$ cat config.mk
export PLATFORM = sky130hd
export DESIGN_NAME = cache_flush_seq
export DESIGN_NICKNAME = d
export VERILOG_FILES = /design/src/rtl/cache_flush_seq.sv
export SDC_FILE = /design/constraint.sdc
export NUM_CORES = 1
export LEC_CHECK = 0
export BUFFER_PORTS_ARGS = -buffer_cell sky130_fd_sc_hd__buf_2
export CORE_AREA = 2 2 46 48
export DETAILED_ROUTE_END_ITERATION = 10
export DIE_AREA = 0 0 48 50
export HOLD_SLACK_MARGIN = 0.12
export PLACE_DENSITY = 0.74
export SKIP_CTS_REPAIR_TIMING = 1
export SYNTH_ARGS = -nofsm -noshare
export SYNTH_HDL_FRONTEND = slang
export SYNTH_SLANG_ARGS = --single-unit
$ cat constraint.sdc
create_clock -name clk -period 3.1 [get_ports clk]
set_input_delay 0.155 -clock clk [delete_from_list [all_inputs] [get_ports clk]]
set_output_delay 0.155 -clock clk [all_outputs]
set_load 0.05 [all_outputs]
$ cat src/rtl/cache_flush_seq.sv
// Flush sequencer: walks every set, writes back valid dirty ways in
// ascending order over a req/ack handshake, then clears each dirty bit.
//
// Ports:
//   clk, reset      clock; asynchronous active-low reset
//   FlushCache      flush command, sampled in IDLE
//   ValidWay        valid bits of the set at FlushAdr (read in CHECK)
//   DirtyWay        dirty bits of the set at FlushAdr (read in CHECK)
//   WBAck           write-back accepted (used only while WBReq=1)
//   FlushAdr        set index presented to the tag/dirty arrays
//   FlushWay        one-hot way under write-back or clear, else 0
//   WBReq           write-back request for FlushAdr/FlushWay
//   ClearDirty      one-cycle dirty-clear enable for FlushAdr/FlushWay
//   Busy            sequencer active
//   FlushDone       one-cycle completion pulse
module cache_flush_seq #(
    parameter int NUMWAYS  = 4,
    parameter int SETLEN   = 7,
    parameter int NUMLINES = 128
) (
    input  logic               clk,
    input  logic               reset,
    input  logic               FlushCache,
    input  logic [NUMWAYS-1:0] ValidWay,
    input  logic [NUMWAYS-1:0] DirtyWay,
    input  logic               WBAck,
    output logic [SETLEN-1:0]  FlushAdr,
    output logic [NUMWAYS-1:0] FlushWay,
    output logic               WBReq,
    output logic               ClearDirty,
    output logic               Busy,
    output logic               FlushDone
);

    localparam logic [2:0] IDLE  = 3'd0;
    localparam logic [2:0] READ  = 3'd1;
    localparam logic [2:0] CHECK = 3'd2;
    localparam logic [2:0] WB    = 3'd3;
    localparam logic [2:0] CLEAR = 3'd4;
    localparam logic [2:0] DONE  = 3'd5;

    localparam logic [SETLEN-1:0] LASTSET = SETLEN'(NUMLINES - 1);
    localparam logic [SETLEN-1:0] ONESET  = SETLEN'(1);

    logic [2:0]         state;
    logic [2:0]         nextState;
    logic [SETLEN-1:0]  Set;
    logic [NUMWAYS-1:0] Pending;
    logic [NUMWAYS-1:0] lowWay;
    logic [NUMWAYS-1:0] candMask;
    logic [NUMWAYS-1:0] remMask;
    logic               lowFound;
    logic               lastSet;

    assign candMask = ValidWay & DirtyWay;
    assign lastSet  = (Set == LASTSET);
    assign remMask  = Pending & ~lowWay;

    // Lowest-index pending way; gives ascending service order.
    always_comb begin
        lowWay   = '0;
        lowFound = 1'b0;
        for (int i = 0; i < NUMWAYS; i++) begin
            if (Pending[i] && !lowFound) begin
                lowWay[i] = 1'b1;
                lowFound  = 1'b1;
            end
        end
    end

    always_comb begin
        nextState = state;
        unique case (state)
            IDLE:  if (FlushCache) nextState = READ;
            READ:  nextState = CHECK;
            CHECK: begin
                if (candMask != '0) nextState = WB;
                else if (lastSet)   nextState = DONE;
                else                nextState = READ;
            end
            WB:    if (WBAck) nextState = CLEAR;
            CLEAR: begin
                if (remMask != '0) nextState = WB;
                else if (lastSet)  nextState = DONE;
                else               nextState = READ;
            end
            DONE:  nextState = IDLE;
            default: nextState = IDLE;
        endcase
    end

    always_ff @(posedge clk or negedge reset) begin
        if (!reset) begin
            state   <= IDLE;
            Set     <= '0;
            Pending <= '0;
        end else begin
            state <= nextState;
            unique case (state)
                IDLE: if (FlushCache) Set <= '0;
                CHECK: begin
                    // Snapshot: later DirtyWay changes do not affect this set.
                    Pending <= candMask;
                    if (candMask == '0 && !lastSet) Set <= Set + ONESET;
                end
                CLEAR: begin
                    Pending <= remMask;
                    if (remMask == '0 && !lastSet) Set <= Set + ONESET;
                end
                default: ;
            endcase
        end
    end

    // Pending still holds the cleared way during CLEAR, so lowWay is stable.
    assign FlushAdr   = Set;
    assign WBReq      = (state == WB);
    assign ClearDirty = (state == CLEAR);
    assign FlushWay   = (state == WB || state == CLEAR) ? lowWay : '0;
    assign Busy       = (state != IDLE);
    assign FlushDone  = (state == DONE);

endmodule

==> impl_metrics.csv <==
group,metric,value,unit
sta,hold_violations,0,
worst_setup_path,reg2reg_depth,5,
synthesis,yosys-top-cells-count,"14 x dfrtp_1, 10 x o21ai_0, 8 x nand2_1, 8 x nor2_1, 6 x o31ai_1",
synthesis,yosysWarnings,0,
grt,grt_pass1_wl,3710,um
sta,min_period,1.98,ns
worst_setup_path,cp_num_buf_inv,0,
min_path,min-delay-start,"DirtyWay[3]",
final_layout,stdcell_count,153,
worst_setup_path,cp-start-kind,"register",
sta,setup_tns,0,ns
sta,max_clock_freq,506,MHz
power_and_ir_drop,p_per_area,926,nW/um2
worst_setup_path,critPathCaptureType,"register",
grt,met2_usage,30.9,%
placed_design,dp_hpwl,1690,um
route,first_iter_violations,29,
min_path,whs_path_depth,3,
final_layout,area_growth_syn_to_layout,20.7,%
route,vias_per_cell,5.85,
final_layout,nFillCells,191,
synthesis,syn_nets,111,
synthesis,synthTopCellsByArea,"dfrtp_1 39%, o21ai_0 5.6%, o31ai_1 5.0%",
final_layout,diodes,0,
synthesis,synth.most_common_cell,"dfrtp_1",
synthesis,synthArstFlopShare,100,%
job,max_cap_violations,0,
synthesis,yosys.area.top_type,"dfrtp_1",
clock_network,cts_sinks,14,
power_and_ir_drop,p_leak,0.536,nW
synthesis,synth_seq_area_share,38.9,%
floorplanning,core_area,1900,um2
min_path,hold_path_class,"input port to register",
worst_setup_path,crit_required,3.31,ns
clock_network,cts_inserted_buffers,3,
clock_network,h-tree-depth,1,
final_layout,drive_gt1_share,32.5,%
grt,grt_pass1_vias,835,
synthesis,synth_area,901,um2
power_and_ir_drop,p_sw,516,uW
sta,skew,0.00469,ns
floorplanning,num_io_pins,27,
route,wire_per_inst,14.5,um
synthesis,syn_area_per_cell,9.19,um2
min_path,min_to,"Pending[3]",
synthesis,synth-main-ff-cell,"dfrtp_1",
power_and_ir_drop,pwr-share-clk,13.2,%
synthesis,synth-edff-count,0,
clock_network,clockBufferDepth,2,
grt,grt-ovfl-total,0,
final_layout,final_net_count,140,
floorplanning,initial_core_util,47.4,%
floorplanning,die_area,2400,um2
route,wirelength,2220,um
sta,worst_slack,1.12,ns
clock_network,clkLatencyLatePin,0.28,ns
placed_design,dpl.cell_count,147,
grt,top_usage_layer,"met2",
grt,antenna_found_initial,0,
power_and_ir_drop,internal_power,491,uW
floorplanning,rows,16,
sta,rsz0062_at_grt,"false",
power_and_ir_drop,switching_share,51.2,%
floorplanning,chipWidth,48,um
synthesis,ys_seq_elements,14,
power_and_ir_drop,vdd_drop_max,0.502,mV
synthesis,synth_top_cell_area_share,38.9,%
grt,globalRouteMet3Util,7.33,%
clock_network,clk_pin_slew_worst_paths,0.09,ns
worst_setup_path,worstReg2RegEnd,"FlushAdr[5]",
sta,slew_violations,0,
clock_network,cts_tree,"yes",
synthesis,syn-instance-count,98,
worst_setup_path,rr_startpoint,"state[2]",
power_and_ir_drop,share_comb_of_total_power,53.8,%
worst_setup_path,cp.arrival,2.19,ns
synthesis,netlist-cell-type-count,37,
floorplanning,die_h,50,um
sta,setup_viol,0,
route,vias,895,
grt,use_met1,29.9,%
clock_network,clockRootBuffer,"clkbuf_4",
placed_design,dp_slack,1.17,ns
worst_setup_path,path_cells,"nor3_2, a211oi_1, nand4_1, or4_1, a21oi_1",
worst_setup_path,crit_fanout,10,
worst_setup_path,max_stage_delay,0.53,ns
sta,slew_headroom,64.3,%
worst_setup_path,crit_slowest_cell,"dfrtp_1",
route,drc,0,
route,antenna_left,0,
worst_setup_path,path_delay_family,"simple AND/OR/NAND/NOR gates",
worst_setup_path,rrSetupSlack,1.12,ns
sta,worst_pin_slew,0.532,ns
power_and_ir_drop,power_frac_seq,33.1,%
status,outcome,"complete, no violations",
route,first_pass_iters,4,
placed_design,gp_congestion,0.833,
placed_design,io_buffers,26,
grt,grt_max_degree,15,
sta,fin_hold_ws,0.119,ns
worst_setup_path,criticalPathCategory,"register to register",
grt,grtUsageTotal,21.5,%
sta,fin_crit_sh,63.7,%
==> final cells by class <==
cell class	instances	area, um2	share of cell area, %
clock buffer	4	36.3	3.34
timing repair buffer	28	150	13.8
tap	27	33.8	3.11
multi-input combinational	76	502	46.1
sequential	14	350	32.2
inverter	4	15.0	1.38
==> sequential cells by signal, indices dropped and copies added (netlist names) <==
signal,cells
FlushAdr,7
Pending,4
state,3
==> metal layers <==
layer | share of wire (%) | up-vias
met5 | 0 | -
met4 | 0.50 | 0
met3 | 5.6 | 2
met2 | 48 | 36
met1 | 46 | 429
li1 | - | 428
==> worst max-delay path by stage <==
stage | startpoint | to | slack [ns] | depth (start not counted)
after global placement | FlushAdr[0] | FlushAdr[0] | 1.18 | 6
after CTS | FlushAdr[0] | FlushAdr[0] | 1.15 | 6
after floorplan | FlushAdr[0] | FlushAdr[0] | 1.01 | 6
after detailed placement | FlushAdr[0] | FlushAdr[0] | 1.17 | 6
final | state[2] | FlushAdr[5] | 1.12 | 5
after global routing | state[1] | FlushAdr[5] | 0.97 | 5
==> stage by stage <==
step | total power, mW | utilization, % | area (um2)
after detailed placement | 0.868 | 54.2 | 1030
after global routing | 1.09 | 57.2 | 1090
after global placement | 0.855 | 54.2 | 1030
after floorplan | 0.767 | - | 901
after CTS | 1.00 | 56.1 | 1070
final | 1.01 | 57.2 | 1090
==> cell families (layout without fill, tap and decap cells) <==
family / Yosys count / in the layout / synth area share (%)
compound gates: 34 / 34 / 26.9
fa+ha+maj: 1 / 1 / 1.39
buf+inv: 8 / 36 / 5.42
flops: 14 / 14 / 38.9
mux: 1 / 1 / 1.67
simple gates: 40 / 40 / 25.7
==> worst min-delay path, cell delays in order <==
cell and delay (ns):
buf_2 0.09, nand3_1 0.06, nand2_1 0.06
==> placed cells by master, fill, tap and decap left out, drive strengths merged <==
master | netlist | routed
or3b | 2 | 2
o31ai | 6 | 6
nand3b | 1 | 1
a22oi | 1 | 1
a211o | 1 | 1
ha | 1 | 1
or3 | 2 | 2
nor2 | 8 | 8
a22o | 1 | 1
a21o | 1 | 1
clkbuf | 0 | 4
a32o | 1 | 1
and3 | 3 | 3
and3b | 1 | 1
mux2 | 1 | 1
nor3b | 1 | 1
inv | 4 | 4
o22ai | 2 | 2
buf | 4 | 26
nand3 | 5 | 5
and4b | 1 | 1
a311oi | 1 | 1
dfrtp | 14 | 14
o21a | 2 | 2
o21ai | 10 | 10
dlygate4sd3 | 0 | 2
nand2 | 8 | 8
a211oi | 4 | 4
or4 | 2 | 2
nor3 | 3 | 3
and2 | 2 | 2
nand4 | 1 | 1
a21oi | 4 | 4
==> power groups by stage <==
stage	clock network [mW]	logic, mW	registers [mW]
floorplan	0	0.438	0.329
finish	0.132	0.542	0.333
detailed placement	0	0.533	0.334
global placement	0	0.529	0.326
CTS	0.137	0.537	0.331
global route	0.146	0.597	0.347
(Power assumes the default switching activity.)
